--- config.mk ---
export PLATFORM = sky130hd
export DESIGN_NAME = pipe_mux_n_to_1
export DESIGN_NICKNAME = d
export VERILOG_FILES = /design/src/rtl/cpu_mux_pkg.sv /design/src/rtl/rr_pick.sv /design/src/rtl/pipe_mux_n_to_1.sv
export SDC_FILE = /design/constraint.sdc
export NUM_CORES = 1
export LEC_CHECK = 0
export BUFFER_PORTS_ARGS = -buffer_cell sky130_fd_sc_hd__buf_2
export CELL_PAD_IN_SITES_DETAIL_PLACEMENT = 1
export CELL_PAD_IN_SITES_GLOBAL_PLACEMENT = 2
export CORE_AREA = 2 2 60 105
export CTS_BUF_LIST = sky130_fd_sc_hd__clkbuf_8
export DETAILED_ROUTE_END_ITERATION = 16
export DIE_AREA = 0 0 62 107
export HOLD_SLACK_MARGIN = 0.05
export PLACE_DENSITY_LB_ADDON = 0.25
export SLEW_MARGIN = 20
export SYNTH_ARGS = -nofsm -noshare
export SYNTH_HDL_FRONTEND = slang
export SYNTH_SLANG_ARGS = --single-unit
export TNS_END_PERCENT = 100
--- constraint.sdc ---
create_clock -name clk -period 2.3 [get_ports clk]
set_input_delay 0.46 -clock clk [delete_from_list [all_inputs] [get_ports clk]]
set_output_delay 0.46 -clock clk [all_outputs]
set_load 0.02 [all_outputs]
--- src/rtl/cpu_mux_pkg.sv ---
// Shared constants for the pipelined N-to-1 channel mux.
// Round-robin support is compiled in only when PIPE_MUX_RR_EN is defined.
package cpu_mux_pkg;

  localparam int DEF_WIDTH = 8;
  localparam int DEF_NCH   = 4;
  localparam int CNT_W     = 16;

endpackage

--- src/rtl/rr_pick.sv ---
// Combinational round-robin search: first valid channel at or after ptr, wrapping.
// Only built with PIPE_MUX_RR_EN; the fixed-select build has no use for it.
`ifdef PIPE_MUX_RR_EN
module rr_pick #(
  parameter int NCH = 4,
  parameter int SW  = $clog2(NCH)
) (
  input  logic [NCH-1:0] valid,
  input  logic [SW-1:0]  ptr,
  output logic [SW-1:0]  idx,
  output logic           found
);

  // Walk offsets from the far end so the nearest candidate to ptr wins last.
  always_comb begin
    int k;
    found = 1'b0;
    idx   = '0;
    for (int i = NCH - 1; i >= 0; i--) begin
      k = (int'(ptr) + i) % NCH;
      if (valid[k]) begin
        found = 1'b1;
        idx   = SW'(k);
      end
    end
  end

endmodule
`endif

--- src/rtl/pipe_mux_n_to_1.sv ---
// Pipelined N-to-1 mux with a one-word output register; fixed select or round-robin.
// Round-robin arbitration and the ptr register exist only when PIPE_MUX_RR_EN is defined.
module pipe_mux_n_to_1
  import cpu_mux_pkg::*;
#(
  parameter int WIDTH = DEF_WIDTH,
  parameter int NCH   = DEF_NCH,
  parameter int SW    = $clog2(NCH)
) (
  input  logic                 clk,
  input  logic                 rst,
  input  logic [NCH*WIDTH-1:0] in_data,
  input  logic [NCH-1:0]       in_valid,
  output logic [NCH-1:0]       in_ready,
  input  logic [SW-1:0]        sel,
  input  logic                 mode,
  output logic [WIDTH-1:0]     out_data,
  output logic [SW-1:0]        out_ch,
  output logic                 out_valid,
  input  logic                 out_ready,
  output logic [CNT_W-1:0]     accept_cnt
);

  logic             slot_free;
  logic             have_fixed;
  logic             have_c;
  logic             accept;
  logic [SW-1:0]    c;
  logic [WIDTH-1:0] ch_word [NCH];

  for (genvar k = 0; k < NCH; k++) begin : g_word
    assign ch_word[k] = in_data[k*WIDTH +: WIDTH];
  end

  assign slot_free  = !out_valid || out_ready;
  assign have_fixed = (32'(sel) < NCH);

`ifdef PIPE_MUX_RR_EN
  logic [SW-1:0] ptr;
  logic [SW-1:0] rr_idx;
  logic          rr_found;

  rr_pick #(.NCH(NCH), .SW(SW)) u_rr_pick (
    .valid (in_valid),
    .ptr   (ptr),
    .idx   (rr_idx),
    .found (rr_found)
  );

  // Mode switches the choice in the same cycle; ptr is kept across switches.
  always_comb begin
    if (mode) begin
      c      = rr_idx;
      have_c = rr_found;
    end else begin
      c      = sel;
      have_c = have_fixed;
    end
  end

  always_ff @(posedge clk) begin
    if (rst) begin
      ptr <= '0;
    end else if (accept && mode) begin
      ptr <= (32'(c) == NCH - 1) ? '0 : c + SW'(1);
    end
  end
`else
  logic unused_mode;
  assign unused_mode = mode;
  assign c           = sel;
  assign have_c      = have_fixed;
`endif

  always_comb begin
    in_ready = '0;
    if (have_c && slot_free && !rst) begin
      in_ready[c] = 1'b1;
    end
  end

  assign accept = have_c && slot_free && !rst && in_valid[c];

  always_ff @(posedge clk) begin
    if (rst) begin
      out_valid  <= 1'b0;
      out_data   <= '0;
      out_ch     <= '0;
      accept_cnt <= '0;
    end else if (accept) begin
      out_valid  <= 1'b1;
      out_data   <= ch_word[c];
      out_ch     <= c;
      accept_cnt <= accept_cnt + CNT_W'(1);
    end else if (slot_free) begin
      out_valid  <= 1'b0;
    end
  end

endmodule

==> impl_metrics.ini <==
[synthesis]
syn_area_per_cell_sq_um = 9.142
yosys.area_share.adder_pct = 0.8554
yosysWarnings = 0
synth_xor_area_share_pct = 0.5988
synth_compound_area_share_pct = 9.410
synth-seq-area-share_pct = 36.95
syn_area_sq_mm = 0.001463
synth_mux_area_share_pct = 21.13
synth_fp_nets = 203
synth_seq_cells = 27
synthDistinctLibCells = 34
synth_top_family_by_area = simple AND/OR/NAND/NOR gates
synthCells = 160
synth-simple-area-share_pct = 26.35

[placement]
place_inst = 306
placement.io_buffers = 71
place.detailed.hpwl_microns = 3363
placed_area_sq_mm = 0.001903
gp_congestion = 0.6922
pre_cts_ws_ns = 0.2068

[cts]
clock_sinks = 27
clk-insertion-delay-late_ns = 0.27
numCtsBuffers = 3
ctsResizeCount = 0
cts_root_buffer = clkbuf_8
postCtsHoldBufs = 0
cts_setup_buffers = 0
cts_tree = yes
clk_pin_slew_ns = 0.10
htreeDepth = 1
clockBufferDepth = 2

[setup_path]
cp-end-kind = flop
cp-start-kind = flop
cp_data_arrival_time_ns = 1.97
rrSetupSlack_ns = 0.50
required_ns = 2.47
timing.rr.end = accept_cnt[14]
crit_type = reg2reg
reg2reg_depth = 5
crit_fanout = 5
r2r_start = accept_cnt[0]

[min_path]
holdPathEnd = out_data[4]
hold_path_class = reg2reg
min_delay_path_depth = 2
min-delay-start = out_data[4]

[sta]
fin_tns_setup_ns = 0
rsz0062_at_grt = no
worst_pin_slew_ns = 0.3394
timing.fmax_mhz = 555.1
fin_crit_sh_pct = 78.33
finalHoldViolCount = 0
min_period_ns = 1.802
worst_slack_ns = 0.4985
slew_violations = 0
relSlewSlack_pct = 77.16
clock_skew_ns = 0.007167
holdWs_ns = 0.4600
setup_viol = 0

[die]
start_util_pct = 25.28
die-height_microns = 107
fp.dieW_microns = 62
ioPinCount = 73
die_area_sq_mm = 0.006634
row_count = 37
coreArea_sq_mm = 0.005787

[cells_and_area]
fin_util_pct = 33.69
final_cell_area_sq_mm = 0.001949
layoutNonFillerInstCount = 310
nets = 276
final_cell_mix = buf_2 (71), nand2_1 (31), dfxtp_1 (27)
antenna_cells = 0
drive_above_1_share_pct = 39.66
final_common_cell = buf_2
syn2layout_area_growth_pct = 33.28

[detailed_routing]
dr.first_iter.drc_count = 37
route.detailed.drc = 0
wl_microns = 4199
vias = 1477
final_antenna_net_count = 0
wire_per_inst_microns = 13.55
drtPass1Iterations = 2
vias_per_cell = 4.765

[global_route]
grt_pass1_vias = 1587
grt_antenna_before_repair = 0
grt_pass1_wl_microns = 6996
grt_overflow = 0
grt_max_degree = 28
grt.total_usage_pct = 13.70

[power]
power_mw = 0.9663
leakagePower_nw = 0.8688
power_density_mw_per_mm2 = 495.7
peakVddDrop_v = 0.0002036

[flow_run]
drv_cap = 0

[run_status]
outcome = complete, no violations
==> worst max-delay path, stage by stage (launching register included) <==
cell	delay [ns]
dfxtp_1	0.44
ha_1	0.20
and3_1	0.27
nand2_1	0.11
nor4_1	0.30
mux2_2	0.37
==> synthesized netlist by cell type <==
cell / n / area (sq um)
nand2_1: 31 / 116.4
dfxtp_1: 27 / 540.5
a21oi_1: 15 / 75.07
nor2_1: 10 / 37.54
mux4_2: 6 / 135.1
nor2b_1: 6 / 37.54
o21ai_0: 6 / 30.03
mux2i_1: 5 / 50.05
nand3_1: 5 / 25.02
nor4_1: 5 / 31.28
or3_1: 5 / 31.28
clkbuf_1: 3 / 11.26
mux2_2: 3 / 33.78
mux4_1: 3 / 78.83
nand4_1: 3 / 18.77
and3_1: 2 / 12.51
and4_1: 2 / 17.52
buf_4: 2 / 15.01
buf_6: 2 / 22.52
inv_1: 2 / 7.510
o21ai_1: 2 / 10.01
o31ai_1: 2 / 15.01
or4_1: 2 / 15.01
buf_1: 1 / 3.750
buf_2: 1 / 5.000
clkinv_1: 1 / 3.750
ha_1: 1 / 12.51
mux2_1: 1 / 11.26
nand2b_1: 1 / 6.260
nand3_2: 1 / 10.01
nand4_4: 1 / 21.27
nor3_1: 1 / 5.000
o211ai_1: 1 / 7.510
xnor2_1: 1 / 8.760
==> power breakdown <==
part	total (mW)	switching [mW]	internal, mW
Sequential	0.500	0.0138	0.486
Clock	0.273	0.151	0.121
Combinational	0.194	0.105	0.0891
==> flip-flops by register name (all words and copies together), names as in the netlist <==
signal	count
out_ch	2
accept_cnt	16
out_valid	1
out_data	8
==> how the worst max path moves through the flow <==
stage	startpoint	to	slack, ns	depth (start not counted)
after floorplan	sel[1]	in_ready[2]	0.28	3
after global placement	sel[0]	accept_cnt[6]	0.23	5
after detailed placement	sel[0]	accept_cnt[6]	0.21	5
after CTS	accept_cnt[0]	accept_cnt[14]	0.45	5
after global routing	accept_cnt[0]	accept_cnt[14]	0.34	5
final	accept_cnt[0]	accept_cnt[14]	0.50	5
==> cell type report <==
| class | instances | area (sq um) |
|---|---|---|
| multi-input cells | 121 | 853.3 |
| clock buffers | 3 | 41.29 |
| flip-flops and latches | 27 | 540.5 |
| repair buffers | 77 | 400.4 |
| fillers | 732 | 3837 |
| well taps | 78 | 97.59 |
| clock inverters | 1 | 5.005 |
| inverters | 3 | 11.26 |
==> metal layers <==
metal	up-vias	part of all wire, %	track usage [%]
met5	-	0	0
met4	0	0.98	4.103
met3	2	5.4	1.930
met2	51	56	25.15
met1	700	38	15.28
li1	724	-	-
==> kinds of logic (layout without fill, tap and decap cells) <==
group                    Yosys count  count (layout)
multiplexers                      18              18
adder cells (fa/ha/maj)            1               1
buffers and inverters             12              84
AO/OA/AOI/OAI                     26              26
AND/OR/NAND/NOR                   75              75
flip-flops                        27              27
XOR/XNOR                           1               1
No activity file was read; power rests on OpenSTA's default activity.
